[src/rtl/tdm_pkg.sv]
// Shared constants and state type for the 8-slot TDM receive demultiplexer.
package tdm_pkg;
    localparam int unsigned NCH    = 8;
    localparam int unsigned SLOT_W = 3;
    localparam int unsigned ERR_W  = 8;

    typedef enum logic [0:0] {
        HUNT   = 1'b0,
        LOCKED = 1'b1
    } tdm_state_t;
endpackage

[src/rtl/tdm_slot_ctr.sv]
// Slot index counter: clr forces 0, load1 realigns to 1, inc advances with natural wrap.
module tdm_slot_ctr
    import tdm_pkg::*;
(
    input  logic              clk,
    input  logic              rst_n,
    input  logic              inc,
    input  logic              load1,
    input  logic              clr,
    output logic [SLOT_W-1:0] slot
);
    logic [SLOT_W-1:0] slot_q, slot_d;

    always_comb begin
        slot_d = slot_q;
        if (clr) begin
            slot_d = '0;
        end else if (load1) begin
            slot_d = SLOT_W'(1);
        end else if (inc) begin
            slot_d = slot_q + SLOT_W'(1);
        end
    end

    always_ff @(posedge clk or negedge rst_n) begin
        if (!rst_n) begin
            slot_q <= '0;
        end else begin
            slot_q <= slot_d;
        end
    end

    assign slot = slot_q;
endmodule

[src/rtl/tdm_demux8.sv]
// 8-slot TDM receiver: aligns to frame_sync, stages samples per slot and
// publishes all channels together once a complete frame has been received.
module tdm_demux8
    import tdm_pkg::*;
#(
    parameter int unsigned WIDTH       = 8,
    parameter bit          STRICT_SYNC = 1'b0
) (
    input  logic                 clk,
    input  logic                 rst_n,
    input  logic [WIDTH-1:0]     din,
    input  logic                 din_valid,
    input  logic                 frame_sync,
    output logic [NCH*WIDTH-1:0] ch_data,
    output logic                 frame_valid,
    output logic                 locked,
    output logic [SLOT_W-1:0]    slot,
    output logic                 sync_err,
    output logic [ERR_W-1:0]     err_cnt
);
    tdm_state_t                      state_q, state_d;
    logic [NCH-1:0][WIDTH-1:0]       staging_q, staging_d;
    logic [NCH*WIDTH-1:0]            ch_data_q, ch_data_d;
    logic                            frame_valid_q, frame_valid_d;
    logic                            sync_err_q, sync_err_d;
    logic [ERR_W-1:0]                err_cnt_q, err_cnt_d;
    logic                            slot_inc, slot_load1, slot_clr;
    logic [SLOT_W-1:0]               slot_cur;

    tdm_slot_ctr u_slot_ctr (
        .clk   (clk),
        .rst_n (rst_n),
        .inc   (slot_inc),
        .load1 (slot_load1),
        .clr   (slot_clr),
        .slot  (slot_cur)
    );

    // Sample steering, alignment and error detection; idle cycles hold everything.
    always_comb begin
        state_d       = state_q;
        staging_d     = staging_q;
        ch_data_d     = ch_data_q;
        frame_valid_d = 1'b0;
        sync_err_d    = 1'b0;
        err_cnt_d     = err_cnt_q;
        slot_inc      = 1'b0;
        slot_load1    = 1'b0;
        slot_clr      = 1'b0;

        if (din_valid) begin
            unique case (state_q)
                HUNT: begin
                    if (frame_sync) begin
                        staging_d[0] = din;
                        slot_load1   = 1'b1;
                        state_d      = LOCKED;
                    end
                end
                LOCKED: begin
                    if (frame_sync && (slot_cur != '0)) begin
                        // Early sync: abandon the partial frame and realign on this sample.
                        sync_err_d   = 1'b1;
                        staging_d[0] = din;
                        slot_load1   = 1'b1;
                    end else if (STRICT_SYNC && !frame_sync && (slot_cur == '0)) begin
                        sync_err_d = 1'b1;
                        slot_clr   = 1'b1;
                        state_d    = HUNT;
                    end else begin
                        staging_d[slot_cur] = din;
                        slot_inc            = 1'b1;
                        if (slot_cur == SLOT_W'(NCH - 1)) begin
                            ch_data_d     = {din, staging_q[NCH-2:0]};
                            frame_valid_d = 1'b1;
                        end
                    end
                end
                default: state_d = HUNT;
            endcase
        end

        if (sync_err_d && (err_cnt_q != '1)) begin
            err_cnt_d = err_cnt_q + ERR_W'(1);
        end
    end

    always_ff @(posedge clk or negedge rst_n) begin
        if (!rst_n) begin
            state_q       <= HUNT;
            staging_q     <= '0;
            ch_data_q     <= '0;
            frame_valid_q <= 1'b0;
            sync_err_q    <= 1'b0;
            err_cnt_q     <= '0;
        end else begin
            state_q       <= state_d;
            staging_q     <= staging_d;
            ch_data_q     <= ch_data_d;
            frame_valid_q <= frame_valid_d;
            sync_err_q    <= sync_err_d;
            err_cnt_q     <= err_cnt_d;
        end
    end

    assign ch_data     = ch_data_q;
    assign frame_valid = frame_valid_q;
    assign locked      = (state_q == LOCKED);
    assign slot        = slot_cur;
    assign sync_err    = sync_err_q;
    assign err_cnt     = err_cnt_q;
endmodule
[config.mk]
export PLATFORM = sky130hd
export DESIGN_NAME = tdm_demux8
export DESIGN_NICKNAME = d
export VERILOG_FILES = /design/src/rtl/tdm_pkg.sv /design/src/rtl/tdm_slot_ctr.sv /design/src/rtl/tdm_demux8.sv
export SDC_FILE = /design/constraint.sdc
export NUM_CORES = 1
export LEC_CHECK = 0
export CAP_MARGIN = 40
export CORE_MARGIN = 2
export CORE_UTILIZATION = 56
export CTS_CLUSTER_SIZE = 25
export DETAILED_ROUTE_END_ITERATION = 16
export PLACE_DENSITY_LB_ADDON = 0.2
export SLEW_MARGIN = 20
export SYNTH_ARGS = -nofsm -noshare
export SYNTH_HDL_FRONTEND = slang
export SYNTH_SLANG_ARGS = --single-unit
[constraint.sdc]
create_clock -name clk -period 3.5 [get_ports clk]
set_input_delay 0.875 -clock clk [delete_from_list [all_inputs] [get_ports clk]]
set_output_delay 0.875 -clock clk [all_outputs]
set_load 0.01 [all_outputs]
==> flow_summary.json <==
{
  "timing.rr.end": "staging_q[24]$_DFFE_PN0P_",
  "path_buf_inv": 1,
  "syn_inst": 321,
  "coreArea_sq_um": 9150,
  "cts_sinks": 134,
  "synth_warnings": 0,
  "placed_cell_area_sq_um": 6210,
  "htree_levels": 4,
  "crit_chain": "clkdlybuf4s50_1",
  "status": "finished clean",
  "yosys.area.top_type": "dfrtp_1",
  "initial_core_util": 0.569,
  "cts_tree": "yes",
  "whs_ps": 352,
  "antenna_left": 0,
  "cts_hold_buf": 0,
  "r2r_setup_slack_ps": 1110,
  "slowest_stage": "clkdlybuf4s50_1",
  "async_flop_share": 1.00,
  "timing_hold_violations_final": 0,
  "dr_total_vias": 3035,
  "die-area_sq_um": 10100,
  "r2r-start": "u_slot_ctr.slot[0]$_DFFE_PN0P_",
  "setup_viol": 0,
  "synthDistinctLibCells": 33,
  "fmax_mhz": 382,
  "r2r_cells": 6,
  "startpoint_type": "flop",
  "fin_crit_ps": 2620,
  "grt_overflow": 0,
  "path_clk_slew_ps": 60,
  "p_per_area_nw_per_um2": 866,
  "grt_pass1_vias": 3149,
  "cp_top_family": "buffers and inverters",
  "vias_per_cell": 5.56,
  "setup.worst_path.start": "u_slot_ctr.slot[2]$_DFFE_PN0P_",
  "fill_cells": 604,
  "nets": 438,
  "slowest_delay_ps": 640,
  "wl_per_cell_um": 18.9,
  "worstSetupEndpointType": "output pin",
  "ir_drop_mv": 0.443,
  "place.gp.congestion": 0.778,
  "skew_ps": 6.01,
  "layout-drive-gt1-share": 0.382,
  "dr.pass1.iters": 4,
  "area_growth_pct": 31.3,
  "yosysSeqAreaShare": 0.644,
  "grt_max_degree": 87,
  "die_y_um": 100,
  "core.rowCount": 35,
  "drv_slew": 0,
  "cts-root-buf": "clkbuf_8",
  "worst_ep_required_time_ps": 2620,
  "post-route-period-util": 0.748,
  "cp.arrival_ps": 1740,
  "synth.avg_cell_area_sq_um": 16.2,
  "tightestPinTransition_ps": 595,
  "ys_ff_latch": 134,
  "antenna_found_initial": 0,
  "synth_area_leaders": "dfrtp_1, mux2_2, buf_4",
  "netlist_area_sq_um": 5210,
  "crit_path_max_fanout": 10,
  "power_w": 0.00593,
  "syn_nets": 337,
  "post_cts_resized": 0,
  "diodes": 0,
  "finalSetupTns_ps": 0,
  "synthFlopType": "dfrtp_1",
  "path_class": "reg -> out",
  "port_buffers": 89,
  "rsz0062_at_grt": "false",
  "drt_iter0_drc": 81,
  "synth_edf_count": 0,
  "final_area_sq_um": 6840,
  "post-synth-top-area-fraction": 0.644,
  "post_cts_buffers": 0,
  "holdCritPathClass": "in -> async",
  "maxCapViolCount": 0,
  "grt_usage": 0.221,
  "die_w_um": 100,
  "drc_errors": 0,
  "routed_wirelength_um": 10300,
  "leakagePower_nw": 3.13,
  "relSlewSlack": 0.602,
  "hpwl_um": 6470,
  "worst_skew_pair.late_latency_ps": 510,
  "cts.path.max_buffers": 2,
  "grt_pass1_wl_um": 16600,
  "cts_buffers": 17,
  "pin_count": 90
}
area by class of cell:
type	instances	area (sq um)	area share
clock inverter	12	150	0.0219
timing repair buffer	94	962	0.141
tap	111	139	0.0203
clock buffer	20	455	0.0666
inverter	5	18.8	0.00274
multi-input combinational	170	1760	0.258
sequential	134	3350	0.490
sequential cells by signal, summed over array words and instances (netlist names):
| name | cells |
|---|---|
| ch_data | 64 |
| err_cnt | 8 |
| frame_valid | 1 |
| locked | 1 |
| staging_q | 56 |
| sync_err | 1 |
| u_slot_ctr.slot | 3 |
power by group:
part	total, W	leakage, nW	switching (W)	internal, W
clock network	0.00179	0.293	0.000648	0.00114
logic	0.00162	1.10	0.000593	0.00103
registers	0.00252	1.73	0.000376	0.00214
total	0.00593	3.13	0.00162	0.00431
worst register-to-register path, cell delays in order (launching register included):
cell	delay (ps)
dfrtp_1	450
inv_1	250
ha_1	250
nand2b_4	90
a21boi_4	260
nor4b_4	550
mux2_2	410
Yosys cell counts (2+ instances only):
master   number
xor2_1        2
nand2_1       4
xnor2_1       2
nand3_1       3
ha_1          4
inv_1         4
a21o_1        2
and2_1        2
dfrtp_1     134
nor2_1        5
and4_1        3
o21ai_0       2
nor4b_4       2
nand4_1       3
buf_4         7
mux2_2      122
buf_2         4
cell usage in the layout, fill, tap and decap left out, types with 2 or more instances in the layout:
cell type	count
a21o_1	2
and4_1	3
buf_4	3
bufinv_16	3
clkbuf_16	16
clkbuf_8	4
clkdlybuf4s50_1	88
clkinv_2	4
clkinvlp_4	3
dfrtp_1	134
ha_1	4
inv_1	4
mux2_2	122
nand2_1	4
nand3_1	3
nand4_1	3
nor2_1	5
nor4b_4	2
o21ai_0	2
xnor2_1	2
xor2_1	2
metal layers:
layer / up-vias / wire [um] / global-route usage
met4: 0 / 165 / 0.0927
li1: 1362 / - / -
met1: 1584 / 4680 / 0.308
met2: 74 / 5060 / 0.332
met3: 15 / 408 / 0.0613
met5: - / 0 / 0
cells by family (layout without fill, tap and decap cells):
logic type | Yosys count | count (layout) | share of synthesized area
and+or+nand+nor | 26 | 26 | 0.0356
DFF | 134 | 134 | 0.644
muxes | 124 | 124 | 0.268
xor gates and xnor gates | 4 | 4 | 0.00673
adders and majority gates | 4 | 4 | 0.00961
buffers and inverters | 17 | 131 | 0.0183
AOI/OAI and AO/OA | 12 | 12 | 0.0183
how the worst max path moves through the flow:
stage | endpoint | slack, ps | depth (start not counted)
4_1_cts | slot[2] | 850 | 1
2_1_floorplan | ch_data[11]$_DFFE_PN0P_ | 1300 | 6
6_report | slot[2] | 880 | 1
5_1_grt | slot[2] | 810 | 1
3_5_place_dp | staging_q[21]$_DFFE_PN0P_ | 530 | 5
3_3_place_gp | staging_q[16]$_DFFE_PN0P_ | 570 | 5
stage by stage:
stage                util  cells  worst slack [ps]
floorplan               -    321              1300
global placement    0.678    513               571
detailed placement  0.678    513               534
CTS                 0.744    545               845
global route        0.747    546               809
finish              0.747    546               882
(Power assumes the default switching activity.)
